`src/rtl/uart_cmd_pkg.sv`:
```
// Shared encodings for the UART command decoder and its reply sequencer.
// Latency: n/a (types, constants and a helper function only).
// Backpressure: n/a.
package uart_cmd_pkg;

    typedef logic [2:0] state_t;

    // The top-level controller uses IDLE..WAIT_RESP and SEND0 for the whole
    // reply phase; the reply sequencer walks SEND0..WAIT1 itself.
    localparam state_t S_IDLE      = 3'd0;
    localparam state_t S_GET_ADDR  = 3'd1;
    localparam state_t S_ISSUE     = 3'd2;
    localparam state_t S_WAIT_RESP = 3'd3;
    localparam state_t S_SEND0     = 3'd4;
    localparam state_t S_WAIT0     = 3'd5;
    localparam state_t S_SEND1     = 3'd6;
    localparam state_t S_WAIT1     = 3'd7;

    localparam logic [7:0] ST_BADCMD  = 8'hEE;
    localparam logic [7:0] ST_TIMEOUT = 8'hFF;

    localparam logic [7:0] CMD_MIN_DEF = 8'h01;
    localparam logic [7:0] CMD_MAX_DEF = 8'h03;

    function automatic logic inRange(input logic [7:0] v,
                                     input logic [7:0] lo,
                                     input logic [7:0] hi);
        return (v >= lo) && (v <= hi);
    endfunction

endpackage

```
`src/rtl/uart_tx_seq.sv`:
```
// Sends a 2-byte reply {byte0, byte1} through the UART transmitter.
// Latency: start -> first txStart 1 cycle when txBusy=0; second byte only after txDone.
// Backpressure: each byte waits in SEND while txBusy=1; WAIT holds txData until txDone.
// Ports: clk, rstN; start (1-cycle kick), byte0/byte1 (held stable by caller
// for the whole reply), txBusy/txDone from the transmitter; txStart/txData to
// the transmitter; done pulses with the txDone that ends the second byte.
module uart_tx_seq
    import uart_cmd_pkg::*;
(
    input  logic       clk,
    input  logic       rstN,
    input  logic       start,
    input  logic [7:0] byte0,
    input  logic [7:0] byte1,
    input  logic       txBusy,
    input  logic       txDone,
    output logic       txStart,
    output logic [7:0] txData,
    output logic       done
);

    state_t seqState;
    state_t seqNext;

    always_ff @(posedge clk or negedge rstN) begin
        if (!rstN) seqState <= S_IDLE;
        else       seqState <= seqNext;
    end

    always_comb begin
        seqNext = seqState;
        case (seqState)
            S_IDLE:  if (start)   seqNext = S_SEND0;
            S_SEND0: if (!txBusy) seqNext = S_WAIT0;
            S_WAIT0: if (txDone)  seqNext = S_SEND1;
            S_SEND1: if (!txBusy) seqNext = S_WAIT1;
            S_WAIT1: if (txDone)  seqNext = S_IDLE;
            default:              seqNext = S_IDLE;
        endcase
    end

    // Outputs decode straight from the state register, so an async reset
    // drops txStart in the same instant.
    always_comb begin
        txStart = 1'b0;
        txData  = 8'h00;
        done    = 1'b0;
        case (seqState)
            S_SEND0: begin
                txStart = !txBusy;
                txData  = byte0;
            end
            S_WAIT0: txData = byte0;
            S_SEND1: begin
                txStart = !txBusy;
                txData  = byte1;
            end
            S_WAIT1: begin
                txData = byte1;
                done   = txDone;
            end
            default: ;
        endcase
    end

endmodule

```
`src/rtl/uart_cmd_decoder.sv`:
```
// Assembles {cmd, addr} UART frames, issues one peripheral request, replies {status, data}.
// Latency: last rx byte -> reqValid 1 cycle; respValid or bad frame -> first txStart 1 cycle.
// Backpressure: reqValid held until reqReady; reply waits on txBusy; rx bytes outside a frame are dropped.
// Ports: clk, rstN; rxData/rxDone from the UART receiver; txData/txStart to
// the transmitter with txBusy/txDone back; reqValid/reqCmd/reqAddr with
// reqReady on the request side; respValid/respStatus/respData on the result
// side; busy (not idle) and frameErr (timeout or dropped byte) status.
module uart_cmd_decoder
    import uart_cmd_pkg::*;
#(
    parameter int         CLOCK_RATE  = 50000000,
    parameter int         BYTE_TO_CYC = CLOCK_RATE / 1000,
    parameter int         RESP_TO_CYC = CLOCK_RATE / 100,
    parameter logic [7:0] CMD_MIN     = CMD_MIN_DEF,
    parameter logic [7:0] CMD_MAX     = CMD_MAX_DEF,
    parameter int         ADDR_MAX    = 31
) (
    input  logic       clk,
    input  logic       rstN,
    input  logic [7:0] rxData,
    input  logic       rxDone,
    output logic [7:0] txData,
    output logic       txStart,
    input  logic       txBusy,
    input  logic       txDone,
    output logic       reqValid,
    output logic [7:0] reqCmd,
    output logic [4:0] reqAddr,
    input  logic       reqReady,
    input  logic       respValid,
    input  logic [7:0] respStatus,
    input  logic [7:0] respData,
    output logic       busy,
    output logic       frameErr
);

    localparam int            TW        = $clog2(RESP_TO_CYC) + 1;
    localparam logic [TW-1:0] BYTE_LAST = TW'(BYTE_TO_CYC - 1);
    localparam logic [TW-1:0] RESP_LAST = TW'(RESP_TO_CYC - 1);
    localparam logic [TW-1:0] TIMER_MAX = {TW{1'b1}};

    state_t        state;
    state_t        stateNext;
    logic [TW-1:0] timer;
    logic [7:0]    cmdReg;
    logic [4:0]    addrReg;
    logic [7:0]    stReg;
    logic [7:0]    dtReg;
    logic          frameOk;
    logic          byteTimeout;
    logic          respTimeout;
    logic          seqStart;
    logic          seqDone;

    // Evaluated in the cycle the address byte arrives, against the raw byte.
    assign frameOk     = inRange(cmdReg, CMD_MIN, CMD_MAX) && (rxData <= 8'(ADDR_MAX));
    assign byteTimeout = (state == S_GET_ADDR)  && (timer == BYTE_LAST);
    assign respTimeout = (state == S_WAIT_RESP) && (timer == RESP_LAST);

    // State register
    always_ff @(posedge clk or negedge rstN) begin
        if (!rstN) state <= S_IDLE;
        else       state <= stateNext;
    end

    // Next-state logic. A received byte beats the inter-byte timeout and a
    // response beats the response timeout when they land in the same cycle.
    always_comb begin
        stateNext = state;
        case (state)
            S_IDLE: if (rxDone) stateNext = S_GET_ADDR;
            S_GET_ADDR: begin
                if (rxDone)           stateNext = frameOk ? S_ISSUE : S_SEND0;
                else if (byteTimeout) stateNext = S_IDLE;
            end
            S_ISSUE: if (reqReady) stateNext = S_WAIT_RESP;
            S_WAIT_RESP: if (respValid || respTimeout) stateNext = S_SEND0;
            // S_SEND0 here stands for the whole reply; the sequencer owns
            // the per-byte SEND/WAIT steps.
            S_SEND0: if (seqDone) stateNext = S_IDLE;
            default: stateNext = S_IDLE;
        endcase
    end

    // Outputs
    always_comb begin
        reqValid = (state == S_ISSUE);
        busy     = (state != S_IDLE);
        seqStart = (state != S_SEND0) && (stateNext == S_SEND0);
        frameErr = (byteTimeout && !rxDone)
                || (rxDone && (state != S_IDLE) && (state != S_GET_ADDR));
    end

    // Timer restarts on every state change and saturates instead of wrapping.
    always_ff @(posedge clk or negedge rstN) begin
        if (!rstN)                  timer <= '0;
        else if (stateNext != state) timer <= '0;
        else if (timer != TIMER_MAX) timer <= timer + 1'b1;
    end

    // Frame and reply registers. stReg/dtReg stay put for the whole reply,
    // which is what lets the sequencer use them without its own copy.
    always_ff @(posedge clk or negedge rstN) begin
        if (!rstN) begin
            cmdReg  <= 8'h00;
            addrReg <= 5'd0;
            stReg   <= 8'h00;
            dtReg   <= 8'h00;
        end else begin
            case (state)
                S_IDLE: if (rxDone) cmdReg <= rxData;
                S_GET_ADDR: begin
                    if (rxDone) begin
                        addrReg <= rxData[4:0];
                        if (!frameOk) begin
                            stReg <= ST_BADCMD;
                            dtReg <= rxData;
                        end
                    end
                end
                S_WAIT_RESP: begin
                    if (respValid) begin
                        stReg <= respStatus;
                        dtReg <= respData;
                    end else if (respTimeout) begin
                        stReg <= ST_TIMEOUT;
                        dtReg <= 8'h00;
                    end
                end
                default: ;
            endcase
        end
    end

    assign reqCmd  = cmdReg;
    assign reqAddr = addrReg;

    uart_tx_seq uTxSeq (
        .clk     (clk),
        .rstN    (rstN),
        .start   (seqStart),
        .byte0   (stReg),
        .byte1   (dtReg),
        .txBusy  (txBusy),
        .txDone  (txDone),
        .txStart (txStart),
        .txData  (txData),
        .done    (seqDone)
    );

endmodule
```
`config.mk`:
```
export PLATFORM = sky130hd
export DESIGN_NAME = uart_cmd_decoder
export DESIGN_NICKNAME = d
export VERILOG_FILES = /design/src/rtl/uart_cmd_pkg.sv /design/src/rtl/uart_tx_seq.sv /design/src/rtl/uart_cmd_decoder.sv
export SDC_FILE = /design/constraint.sdc
export NUM_CORES = 1
export LEC_CHECK = 0
export ABC_AREA = 1
export CAP_MARGIN = 30
export CORE_MARGIN = 2
export CORE_UTILIZATION = 26
export DETAILED_ROUTE_END_ITERATION = 12
export DONT_BUFFER_PORTS = 1
export SLEW_MARGIN = 20
export SYNTH_ARGS = -nofsm -noshare
export SYNTH_HDL_FRONTEND = slang
export SYNTH_HIERARCHICAL = 1
export SYNTH_SLANG_ARGS = --single-unit
```
`constraint.sdc`:
```
create_clock -name clk -period 2.9 [get_ports clk]
set_input_delay 0.145 -clock clk [delete_from_list [all_inputs] [get_ports clk]]
set_output_delay 0.145 -clock clk [all_outputs]
set_load 0.005 [all_outputs]
```
**Word-level counts from Yosys, hierarchy flattened**

Cells that the tools add are included.

- Add/subtract/negate cells: 1
- Order comparisons: 3
- Equality and inequality tests: 23
- Mux-type cells: 29
- Reductions and logical operators: 24

Operators with widths:

| cell | count |
|---|---|
| 2-to-1 mux 8 bit | 8 |
| case mux 8 bit (2 select lines) | 3 |
| 2-to-1 mux 20 bit | 2 |
| 2-to-1 mux 3 bit | 12 |
| case mux 3 bit (5 select lines) | 2 |
| adder 20 x 1 -> 20 bit, second input constant | 1 |
| equality test 20 x 16 -> 1 bit, second input constant | 1 |
| equality test 20 x 19 -> 1 bit, second input constant | 1 |
| != test 20 bit, second input constant | 1 |
| equality test 3 bit, second input constant | 6 |
| != test 2 bit, second input constant | 7 |
| >= comparator 8 x 1 -> 1 bit, second input constant | 1 |
| <= comparator 8 x 2 -> 1 bit, second input constant | 1 |
| <= comparator 8 x 5 -> 1 bit, second input constant | 1 |
| logical AND 1 bit | 8 |
| equality test 3 x 2 -> 1 bit, second input constant | 2 |
| logical NOT 3 bit | 2 |
| != test 3 bit, second input constant | 2 |
| OR reduction 2 bit | 3 |
| AND reduction 5 bit | 1 |
| AND reduction 2 bit | 2 |
| AND reduction 4 bit | 1 |
| nonzero test 2 bit | 2 |
| equality test 3 x 1 -> 1 bit, second input constant | 1 |
| other kinds (6) | 9 |

- Register bits: 55
- Input bits: 31
- Logic and storage cells: 87

**Longest topological paths before layout**

Gate-level depths: netlist (run 1).

- Depth in word-level cells: 10
- Mapped depth: 12
- Mapped depth without buffers: 12

**Modules after synthesis**

Netlist (run 1), hierarchy kept.

By module, submodules not included:

| module | times used | cells an instance | area each (um^2) | sequential area each (um^2) |
|---|---|---|---|---|
| uart_cmd_decoder | 1 | 349 | 2743.9 | 1301.2 |
| uart_tx_seq | 1 | 49 | 289.0 | 75.1 |

**Least setup slack after synthesis (run 1)**

Ideal clock, no wire load.

- Path kind: flip-flop to flip-flop
- Start point: reg timer[0]
- End point: reg timer[11]
- Data arrival time: 1517 ps
- Data required time: 2780 ps
- Setup slack: 1264 ps
- Cell stages (with the launch flop): 9
- Clock period less this slack: 1636 ps
- Path through: dfrtp_1 ha_1 nand3_1 nor2_4 nand4_2 buf_2 nand3b_1 xor2_1 nor2_1

- Cells in the longest elaborated chain, start to end: 7
- Elaborated cells on any way between the ends: 15
- Classes of those cells: 1 x add/sub; 4 x eq/ne; 6 x mux; 4 x reduce/logical

RTL lines:

| item | RTL line | text |
|---|---|---|
| start: declaration | uart_cmd_decoder.sv:44 | `logic [TW-1:0] timer;` |
| start signal: assignment | uart_cmd_decoder.sv:98 | `else if (timer != TIMER_MAX) timer <= timer + 1'b1;` |
| equality test 20 x 16 -> 1 bit or equality test 20 x 19 -> 1 bit (tied branches) | uart_cmd_decoder.sv:57, uart_cmd_decoder.sv:58 |  |
| logical AND 1 bit, on equally long branches | uart_cmd_decoder.sv:57, uart_cmd_decoder.sv:58 |  |
| 2-to-1 mux 3 bit or logical OR 1 bit (tied branches) | uart_cmd_decoder.sv:74, uart_cmd_decoder.sv:77 |  |
| 2-to-1 mux 3 bit, on equally long branches | uart_cmd_decoder.sv:73, uart_cmd_decoder.sv:77 |  |
| case mux 3 bit (5 select lines) | uart_cmd_decoder.sv:70 | `case (state)` |
| != test 3 bit | uart_cmd_decoder.sv:97 | `else if (stateNext != state) timer <= '0;` |
| 2-to-1 mux 20 bit or nonzero test 2 bit (tied branches) | n/a |  |

Several ways; a longest one is shown, not always the timed one. The select of a mux whose other input is x is not followed.
A chain may end at the register's enable or synchronous reset.

**Worst setup path in the final report (run 1)**

- Start point: reg uTxSeq.seqState[1]
- End point: reg uTxSeq.seqState[2]

- Cells in the longest elaborated chain, start to end: 8
- Elaborated cells on any way between the ends: 17
- Classes of those cells: 10 x eq/ne; 4 x mux; 3 x reduce/logical

RTL lines:

| item | RTL line | text |
|---|---|---|
| start: declaration | uart_tx_seq.sv:22 | `state_t seqState;` |
| start signal: assignment | uart_tx_seq.sv:27 | `else seqState <= seqNext;` |
| equality test 3 bit | uart_tx_seq.sv:48 | `case (seqState)` |
| 2-to-1 mux 1 bit | uart_tx_seq.sv:48 |  |
| net seqDone | uart_cmd_decoder.sv:53 | `logic seqDone;` |
| 2-to-1 mux 3 bit | uart_cmd_decoder.sv:80 | `S_SEND0: if (seqDone) stateNext = S_IDLE;` |
| case mux 3 bit (5 select lines) | uart_cmd_decoder.sv:70 |  |
| net stateNext[2] | uart_cmd_decoder.sv:43 | `state_t stateNext;` |
| equality test 3 bit | uart_cmd_decoder.sv:89 | `seqStart = (state != S_SEND0) && (stateNext == S_SEND0);` |
| logical AND 1 bit | uart_cmd_decoder.sv:89 |  |
| net seqStart | uart_cmd_decoder.sv:52 | `logic seqStart;` |
| != test 2 bit (no line) | n/a |  |
| AND reduction 5 bit (no line) | n/a |  |

The timed path passes the listed nets, and every way through them passes these cells.

==> results.tsv, run 1 <==
stage	metric	value	unit
outcome	status	complete, no violations	
drt	Vias/cell	4.711	
job	max_cap viols	0	
setup_path	CP max stage delay	660	ps
finish	most frequent cells in the layout	nand2_1 (93), dfrtp_1 (55), nor2_1 (54), inv_1 (40), o21ai_0 (34)	
logic_synthesis	Post-Syn Nets	430	
setup_path	CP max stage cell	dfrtp_1	
drt	via count	2544	
die	Die Height	112.0	µm
setup_path	Crit Path Category	register to register	
logic_synthesis	ys flop type	dfrtp_1	
drt	routed length per placed instance	13.40	µm
drt	residual DRC count	0	
logic_synthesis	EDFF count, synth	0	
logic_synthesis	synth top area cells	dfrtp_1 (45%), nand2_1 (12%), nor2_1 (6.7%), o21ai_0 (5.6%), nand3_1 (5.4%)	
finish	Register Area	1376	µm²
placed_design	dpl cells	529	
logic_synthesis	Synth cell types	34	
power_and_ir_drop	P_leak	0.001527	µW
clock_network	Sink Count	55	
die	Core ar.	11420	µm²
timing	Slew headroom	65.07	%
finish	fillers	1263	
logic_synthesis	mapped cell area	3033	µm²
finish	antenna cell count	0	
logic_synthesis	post-synthesis async set-or-reset flop share	100.0	%
timing	setup TNS	0	ps
timing	Max Freq	479.4	MHz
hold_path	Hold Crit Class	input port to register	
die	total die area	12550	µm²
timing	Final Slew Violations	0	
clock_network	CTS root buffer	clkbuf_16	
logic_synthesis	Synth Instances	398	
finish	Core Util, Final	29.04	%
drt	Initial DRC Count	174	
power_and_ir_drop	Max VDD drop	337.9	µV
clock_network	CTS buffer count	5	
placed_design	RD Place Congestion	0.8532	
global_route	largest net degree at the start of global routing	56	
clock_network	cts hold-fix bufs	3	
clock_network	CTS tree	yes	
finish	share of layout cells above drive strength 1	9.824	%
clock_network	# H-tree levels	2	
drt	DR WL met3	497	µm
setup_path	CP Capture Type	register	
setup_path	crit-path most repeated cell	nand2_1	
drt	Routed met1 length	3302	µm
logic_synthesis	Synth Register Bits	55	
timing	setup violators final	0	
global_route	GR Overflow Total	0	
drt	Antenna Nets Post-Route	0	
global_route	total track usage	11.73	%
finish	area of the multi-input gates	1388	µm²
timing	slew at the pin with the worst max-slew slack	522.5	ps
setup_path	CP cell instances	nand2_1, nor2_1, nor4_1, a21oi_1, nand2_2, nand2_4, inv_2, o21ai_0, nand2_1	
logic_synthesis	register area share after synthesis	45.38	%
die	die width	112.0	µm
finish	Nets	428	
drt	DRT Pass-1 Iters	5	
finish	synthesis-to-finish area growth	9.323	%
placed_design	port bufs	0	
timing	clock skew	4.624	ps
die	Initial Utilization	26.56	%
die	IO Count	56	
logic_synthesis	top-area cell type share of the netlist area	45.38	%
die	row count	39	
power_and_ir_drop	Power Dens Cells	820.2	nW/µm²
drt	uppermost routed layer	met4	
drt	DRT Wirelength	7235	µm
global_route	first-pass GRT wire length	11960	µm
timing	Min Clock Period, post-route	2086	ps
setup_path	CP max FO	25	
drt	met2 wire len	3288	µm
setup_path	Buf/Inv on CP	1	
global_route	initial antenna violation count	0	
timing	setup repair after global routing missed its margin	no	
clock_network	worst skew pair latency	290	ps
placed_design	HPWL Detailed	5504	µm
setup_path	crit path DAT	2260	ps
clock_network	clk slew on worst S/H paths	70	ps
clock_network	Post-CTS Setup Inserts	0	
setup_path	data required time of the critical path	3080	ps
clock_network	maximum clock path buffer count	2	
logic_synthesis	Synth warnings	6	
timing	Hold Fails Final Rpt	0	
setup_path	delay-heaviest family, CP	simple AND/OR/NAND/NOR gates	
setup_path	Worst setup SP type	register	
timing	Period Utilization, post-route	71.93	%
finish	Post-Layout Cell Count	540	
global_route	vias in the first global route	2389	
logic_synthesis	Syn Area/Cell	7.620	µm²
clock_network	post-CTS resize count	0	
logic_synthesis	cell taking the most area after synthesis	dfrtp_1	
finish	commonest non-fill, non-tap cell in the layout	nand2_1	
final timing paths:
kind	startpoint	end	slack, ps	cells after the start
max	uTxSeq/seqState[1]$_DFFE_PN0P_	uTxSeq/seqState[2]$_DFFE_PN0P_	810	9
min	rxData[7]	reqCmd[7]$_DFFE_PN0P_	30	2
max reg2reg	uTxSeq/seqState[1]$_DFFE_PN0P_	uTxSeq/seqState[2]$_DFFE_PN0P_	810	9
min reg2reg	dtReg[1]$_DFFE_PN0P_	dtReg[1]$_DFFE_PN0P_	480	2
max in group asynchronous	rstN	reqCmd[5]$_DFFE_PN0P_	2290	2
min in group asynchronous	rstN	timer[11]$_DFFE_PN0P_	360	2
where the power goes:
part / switching [µW] / leakage, µW / internal [µW]
sequential: 240 / 0.000710 / 998
clock: 269 / 0.0000658 / 319
combinational: 593 / 0.000751 / 302
total: 1100 / 0.00153 / 1620
through the flow:
stage,hold WS (ps),instance area (µm²),total power [µW],setup WS [ps]
2_1_floorplan,-150.6,3033,1972,1264
3_3_place_gp,-148.5,3123,2107,904.5
3_5_place_dp,-148.4,3123,2136,837.8
4_1_cts,28.58,3316,2754,826.7
5_1_grt,34.06,3316,2948,610.5
6_report,33.55,3316,2720,814.0
per-layer routing:
metal / up-vias / track usage, %
li1: 1268 / -
met1: 1211 / 15.91
met2: 57 / 17.94
met3: 8 / 3.484
met4: 0 / 4.065
met5: - / 0
flip-flops by register name, summed over array words and instances, names as in the netlist:
signal           cells
reqCmd               8
reqAddr              5
timer               20
dtReg                8
uTxSeq/seqState      3
state                3
stReg                8
final cells by class:
type                    count  share of cell area [%]
clock buffers               5                   3.774
flip-flops and latches     55                   41.51
well taps                 143                   5.396
repair buffers              4                   1.660
clock inverters             3                  0.6038
multi-input cells         284                   41.85
inverters                  46                   5.208
cells by family after synthesis:
family	synth area share, %
XOR/XNOR	2.599
adder cells (fa/ha/maj)	0.4125
flip-flops	45.38
AO/OA/AOI/OAI	11.72
buffers and inverters	8.869
AND/OR/NAND/NOR	31.02
cells in the mapped netlist (2+ instances only):
library cell / count
nand2_1: 93
dfrtp_1: 55
nor2_1: 54
inv_1: 40
o21ai_0: 34
nand3_1: 33
a21oi_1: 10
nor3_1: 9
o21ai_2: 8
xor2_1: 7
nand2_2: 6
inv_2: 5
nand4_1: 5
buf_4: 4
buf_6: 4
o21ai_1: 4
clkbuf_1: 3
buf_2: 2
nand2_4: 2
nand3_2: 2
nor2_2: 2
nor2_4: 2
o22ai_1: 2
xnor2_1: 2
(Power assumes the default switching activity.)
==> run 2: changes to the inputs <==
==> constraint.sdc (replaced) <==
create_clock -name clk -period 1.7 [get_ports clk]
set_input_delay 0.085 -clock clk [delete_from_list [all_inputs] [get_ports clk]]
set_output_delay 0.085 -clock clk [all_outputs]
set_load 0.005 [all_outputs]
==> run 2 against run 1 <==
Net effect:
- the run now ends with setup timing left
- die area unchanged
- highest routed layer unchanged
- critical endpoint is now timer[15]$_DFFE_PN0P_
- first-iteration DRC count increased by 32%
- sequential share of layout area decreased by 6.5 points
- largest cell class unchanged
- cell count increased by 9.1%
- maximum frequency increased by 20%
- count of clock-buffer cells in the layout unchanged
- sequential power increased by 60%
- via count increased by 7.4%
==> results.tsv, run 2 (synthesis gave the netlist of run 1 again) <==
stage	metric	value	unit
timing	Min Clock Period, post-route	1735	ps
placed_design	HPWL Detailed	5764	µm
timing	final setup margin	-35.01	ps
job	max_cap viols	0	
global_route	GR Overflow Total	0	
setup_path	CP max stage cell	dfrtp_2	
global_route	initial antenna violation count	0	
clock_network	CTS tree	yes	
timing	Period Utilization, post-route	102.1	%
timing	slew at the pin with the worst max-slew slack	449.0	ps
die	die width	112.0	µm
setup_path	crit path DAT	1910	ps
power_and_ir_drop	Max VDD drop	520.7	µV
finish	Top reg by flops	timer	
finish	max reg flops	20	
die	Die Height	112.0	µm
timing	Max Freq	576.4	MHz
finish	Core Util, Final	34.55	%
timing	setup TNS	-297.6	ps
timing	clock skew	9.468	ps
placed_design	port bufs	0	
die	Initial Utilization	26.56	%
power_and_ir_drop	sequential share of power	36.4	%
drt	DRT Pass-1 Iters	4	
power_and_ir_drop	Comb power frac	44.4	%
outcome	failing checks	setup timing	
hold_path	worst hold start	rxData[5]	
setup_path	Crit Path Category	register to register	
clock_network	# H-tree levels	2	
timing	setup violators final	19	
setup_path	data required time of the critical path	1880	ps
power_and_ir_drop	Total Power	5451	µW
setup_path	worst r2r dst	timer[15]$_DFFE_PN0P_	
finish	commonest non-fill, non-tap cell in the layout	nand2_1	
setup_path	R2R depth	11	
placed_design	RD Place Congestion	0.8634	
die	IO Count	56	
placed_design	dpl ws	-131.3	ps
timing	Slew headroom	69.79	%
hold_path	Hold Crit Class	input port to register	
drt	Antenna Nets Post-Route	0	
finish	share of layout cells above drive strength 1	25.56	%
setup_path	CP max FO	5	
clock_network	worst skew pair latency	290	ps
drt	routed length per placed instance	14.03	µm
timing	Final Slew Violations	0	
power_and_ir_drop	P_sw	2169	µW
die	total die area	12550	µm²
drt	via count	2732	
setup_path	CP cell instances	nor2_2, nand2_1, nor2_2, nand3_2, a21oi_2, nand2_1, nand2_1, nand2_2, nand2_4, clkbuf_16, nor2_2	
die	row count	39	
setup_path	Worst setup SP type	register	
drt	DRT Wirelength	8263	µm
timing	setup repair after global routing missed its margin	yes	
setup_path	reg2reg start	timer[11]$_DFFE_PN0P_	
die	Core ar.	11420	µm²
global_route	total track usage	12.91	%
drt	Vias/cell	4.638	
drt	residual DRC count	0	
clock_network	clk slew on worst S/H paths	70	ps
power_and_ir_drop	Power Dens Cells	1382	nW/µm²
drt	Initial DRC Count	229	
outcome	status	finished, violations left	
hold_path	Hold Path Depth	2	
power_and_ir_drop	Power Internal	3281	µW
finish	Nets	477	
setup_path	CP max stage delay	440	ps
clock_network	CTS root buffer	clkbuf_16	
setup_path	reg-to-reg slack, setup	-40	ps
clock_network	Sink Count	55	
clock_network	CTS buffer count	5	
setup_path	CP Capture Type	register	
hold_path	Hold EP	reqCmd[5]$_DFFE_PN0P_	
finish	most frequent cells in the layout	nand2_1 (89), dfrtp_1 (50), inv_1 (40), nor2_1 (37), buf_4 (36)	
setup_path	Crit. Startpoint	timer[11]$_DFFE_PN0P_	
timing	hold_ws	4.588	ps
timing	Hold Fails Final Rpt	0	
clock_network	maximum clock path buffer count	2	
finish	antenna cell count	0	
finish	synthesis-to-finish area growth	30.07	%
global_route	largest net degree at the start of global routing	56	
power_and_ir_drop	P_leak	0.001805	µW
power_and_ir_drop	Clock Power Share	19.1	%
global_route	vias in the first global route	2689	
global_route	first-pass GRT wire length	13190	µm
power_and_ir_drop	Sw Ratio	39.80	%
-- run 2: worst max-delay path, delay by kind of cell, from the launching register on --
| family | cells | cell delay, ps |
|---|---|---|
| AOI/OAI and AO/OA | 1 | 150 |
| DFF | 1 | 440 |
| buffers and inverters | 1 | 170 |
| and+or+nand+nor | 9 | 870 |
-- run 2: metrics by stage --
stage	cells	cell area, µm²
detailed placement	555	3343
global route	589	3945
finish	589	3945
CTS	583	3769
global placement	555	3343
floorplan	398	3033
-- run 2: final cells by class --
class / count / area [µm²]
multi-input cells: 284 / 1549
well taps: 143 / 178.9
clock inverters: 3 / 22.52
flip-flops and latches: 55 / 1383
repair buffers: 53 / 511.7
fillers: 1201 / 7473
inverters: 46 / 175.2
clock buffers: 5 / 125.1
-- run 2: timing repair --
| action | CTS | global route |
|---|---|---|
| cloned | 1 | 1 |
| pin swaps | 0 | 8 |
| gates resized for setup | 13 | 36 |
| hold endpoints to repair | 66 | 0 |
| setup endpoints to repair | 38 | 38 |
| hold buffers | 12 | 0 |
| buffers inserted | 7 | 6 |
-- run 2: worst max path at each step --
stage	end	slack, ps	cells after the start
2_1_floorplan	timer[11]$_DFFE_PN0P_	60	8
3_3_place_gp	timer[16]$_DFFE_PN0P_	-40	11
3_5_place_dp	timer[16]$_DFFE_PN0P_	-130	11
4_1_cts	frameErr	20	7
5_1_grt	timer[6]$_DFFE_PN0P_	-180	11
6_report	timer[15]$_DFFE_PN0P_	-40	11
-- run 2: metal layers --
layer,wire [µm],up-vias,GRT usage [%]
met5,0,-,0
met4,178,0,3.984
met3,459,14,3.430
met2,3947,63,21.66
met1,3677,1281,16.33
li1,-,1374,-
-- run 2: power by group through the flow --
stage          logic [µW]  registers (µW)  clock network (µW)
2_1_floorplan        1400            1960                   0
6_report             2420            1990                1040
3_5_place_dp         1900            2010                   0
5_1_grt              2710            2040                1130
4_1_cts              2180            1990                1080
3_3_place_gp         1850            2000                   0
==> run 3: changes to the inputs <==
--- a/config.mk
+++ b/config.mk
@@ -14,5 +14,4 @@
 export SLEW_MARGIN = 20
 export SYNTH_ARGS = -nofsm -noshare
 export SYNTH_HDL_FRONTEND = slang
-export SYNTH_HIERARCHICAL = 1
 export SYNTH_SLANG_ARGS = --single-unit
==> run 3 against run 2 <==
Net effect:
- the flow still finishes with violations (setup timing)
- total power is 13% lower
- synthesized area is 4.0% higher
- wire length is 11% higher
- combinational power is 22% lower
- global-route usage is 1.2 points higher
- highest routed layer unchanged
- synthesized cell count is 8.3% higher
- count of clock-buffer cells in the layout stayed put
- critical path depth is 2 lower
- setup slack worse by 21 ps
==> results.tsv, run 3 <==
stage	metric	value	unit
finish	fillers	1255	
die	die width	114.2	µm
placed_design	placed standard-cell area	3631	µm²
die	row count	40	
timing	final setup margin	-55.63	ps
timing	Max Freq	569.6	MHz
hold_path	Hold Crit Class	input port to register	
timing	Period Utilization, post-route	103.3	%
logic_synthesis	Synth warnings	0	
die	Initial Utilization	26.49	%
setup_path	reg2reg start	timer[1]$_DFFE_PN0P_	
power_and_ir_drop	P_sw	1890	µW
logic_synthesis	Simple-Gate Fraction of Synth Area	34.10	%
timing	slew at the pin with the worst max-slew slack	401.8	ps
global_route	total track usage	14.11	%
finish	Top reg by flops	timer	
power_and_ir_drop	sequential share of power	38.5	%
drt	Initial DRC Count	142	
timing	Hold Fails Final Rpt	0	
clock_network	CTS tree	yes	
global_route	first-pass GRT wire length	15050	µm
clock_network	maximum clock path buffer count	2	
drt	via count	3022	
setup_path	crit path DAT	1970	ps
logic_synthesis	Synth Area in Compound Gates	11.14	%
logic_synthesis	synth cell count leaders	nand2_1 (90), inv_1 (63), dfrtp_1 (55)	
power_and_ir_drop	Clock Power Share	21.8	%
finish	Nets	524	
finish	most frequent cells in the layout	nand2_1 (84), inv_1 (63), dfrtp_1 (51), buf_4 (46), o21ai_0 (43)	
power_and_ir_drop	Power Internal	2872	µW
logic_synthesis	Synth cell types	33	
drt	DRT Pass-1 Iters	7	
setup_path	CP cell instances	ha_4, nand3_4, nor2_4, nand3_4, nand2_4, nand4_1, nand2_4, nand2_8, nor2_1	
setup_path	CP max stage cell	dfrtp_1	
die	total die area	13030	µm²
die	Core ar.	11910	µm²
drt	DRT Wirelength	9211	µm
power_and_ir_drop	P_leak	0.001947	µW
logic_synthesis	dominant cell by count in the synthesized netlist	nand2_1	
die	IO Count	56	
drt	Antenna Nets Post-Route	0	
setup_path	CP max FO	16	
setup_path	CP max stage delay	400	ps
finish	max reg flops	20	
power_and_ir_drop	Total Power	4762	µW
clock_network	CTS root buffer	clkbuf_16	
clock_network	clk slew on worst S/H paths	70	ps
global_route	vias in the first global route	3087	
timing	Min Clock Period, post-route	1756	ps
drt	Vias/cell	4.729	
power_and_ir_drop	Power Dens Cells	1146	nW/µm²
power_and_ir_drop	Max VDD drop	584.0	µV
global_route	initial antenna violation count	0	
clock_network	CTS buffer count	5	
setup_path	data required time of the critical path	1920	ps
logic_synthesis	post-synthesis async set-or-reset flop share	100.0	%
timing	clock skew	5.240	ps
placed_design	dpl ws	-122.0	ps
global_route	GR Overflow Total	0	
finish	cell area after layout	4154	µm²
timing	Final Slew Violations	0	
finish	antenna cell count	0	
drt	residual DRC count	0	
timing	Slew headroom	72.93	%
logic_synthesis	top-area cell type share of the netlist area	43.62	%
finish	Core Util, Final	34.87	%
logic_synthesis	largest family of logic cells by synthesized area	simple AND/OR/NAND/NOR gates	
logic_synthesis	mux contribution to synthesized area	0	%
setup_path	Crit Path Category	register to register	
logic_synthesis	adder-cell share of the synthesized area	0.3965	%
hold_path	worst hold start	rxData[3]	
logic_synthesis	synth top area cells	dfrtp_1 (44%), nand2_1 (11%), inv_1 (7.5%), o21ai_0 (7.1%), nor2_1 (5.8%)	
clock_network	worst skew pair latency	290	ps
setup_path	CP Capture Type	register	
logic_synthesis	Synth Register Bits	55	
power_and_ir_drop	Comb power frac	39.7	%
finish	commonest non-fill, non-tap cell in the layout	nand2_1	
finish	share of layout cells above drive strength 1	24.39	%
logic_synthesis	Post-Syn Nets	463	
timing	setup violators final	19	
finish	Post-Layout Cell Count	639	
logic_synthesis	ys flop type	dfrtp_1	
outcome	failing checks	setup timing	
job	max_cap viols	0	
logic_synthesis	cell taking the most area after synthesis	dfrtp_1	
logic_synthesis	EDFF count, synth	0	
clock_network	# H-tree levels	2	
setup_path	Crit. Startpoint	timer[1]$_DFFE_PN0P_	
power_and_ir_drop	Sw Ratio	39.69	%
setup_path	Worst setup SP type	register	
placed_design	dpl cells	614	
placed_design	port bufs	0	
timing	setup repair after global routing missed its margin	yes	
logic_synthesis	mapped cell area	3156	µm²
logic_synthesis	Syn Area/Cell	7.321	µm²
placed_design	HPWL Detailed	6687	µm
drt	routed length per placed instance	14.41	µm
placed_design	RD Place Congestion	0.8868	
clock_network	Sink Count	55	
outcome	status	finished, violations left	
logic_synthesis	register area share after synthesis	43.62	%
logic_synthesis	Synth Instances	431	
die	Die Height	114.2	µm
global_route	largest net degree at the start of global routing	56	
finish	synthesis-to-finish area growth	31.64	%
logic_synthesis	Post-Synth XOR/XNOR Area	1.110	%
run 3: cells by family after synthesis:
family,after synthesis
and+or+nand+nor,228
buffers and inverters,78
AOI/OAI and AO/OA,65
DFF,55
xor gates and xnor gates,4
adders and majority gates,1
run 3: metal layers:
| layer | GRT usage (%) | wire (µm) |
|---|---|---|
| met5 | 0 | 0 |
| met4 | 2.114 | 51 |
| met3 | 3.229 | 473 |
| met2 | 23.85 | 4545 |
| met1 | 18.87 | 4142 |
run 3: stage by stage:
stage	TNS, ps	hold slack [ps]
2_1_floorplan	0	-210.6
6_report	-456.4	3.409
5_1_grt	-2817	8.264
4_1_cts	-22.07	2.566
3_5_place_dp	-905.6	-208.0
3_3_place_gp	-1092	-208.2
run 3: power by group through the flow:
stage               combinational, µW  clock [µW]  sequential (µW)
global route                     2120        1100             1880
finish                           1890        1040             1830
global placement                 1590           0             1840
floorplan                        1090           0             1850
CTS                              1770        1060             1830
detailed placement               1620           0             1850
run 3: path summary, 6_finish.rpt:
path / endpoint / slack, ps / cells past startpoint
worst max-delay path: timer[9]$_DFFE_PN0P_ / -60 / 9
worst min-delay path: reqCmd[3]$_DFFE_PN0P_ / 3 / 2
max in group asynchronous: timer[17]$_DFFE_PN0P_ / 1090 / 2
min in group asynchronous: timer[12]$_DFFE_PN0P_ / 320 / 2
worst min register to register: reqAddr[4]$_DFFE_PN0P_ / 520 / 2
worst max register to register: timer[9]$_DFFE_PN0P_ / -60 / 9
run 3: critical path: cells and delay by family, from the launching register on:
family        cells  cell delay, ps
simple gates      8            1080
fa+ha+maj         1             200
flops             1             400
run 3: cell type report:
type	instances	area, µm²	share of cell area [%]
tap	147	183.9	4.428
timing repair buffer	62	526.8	12.68
multi-input combinational	298	1658	39.91
inverter	70	262.8	6.325
sequential	55	1381	33.25
clock buffer	5	125.1	3.012
clock inverter	2	16.27	0.3916
run 3: repair_timing:
| item | in CTS | in global routing |
|---|---|---|
| endpoints found under the setup margin | 23 | 35 |
| gates resized for setup | 13 | 34 |
| hold buffers | 13 | 0 |
| pin swaps | 5 | 12 |
| buffers inserted | 0 | 5 |
| endpoints found under the hold margin | 67 | 0 |
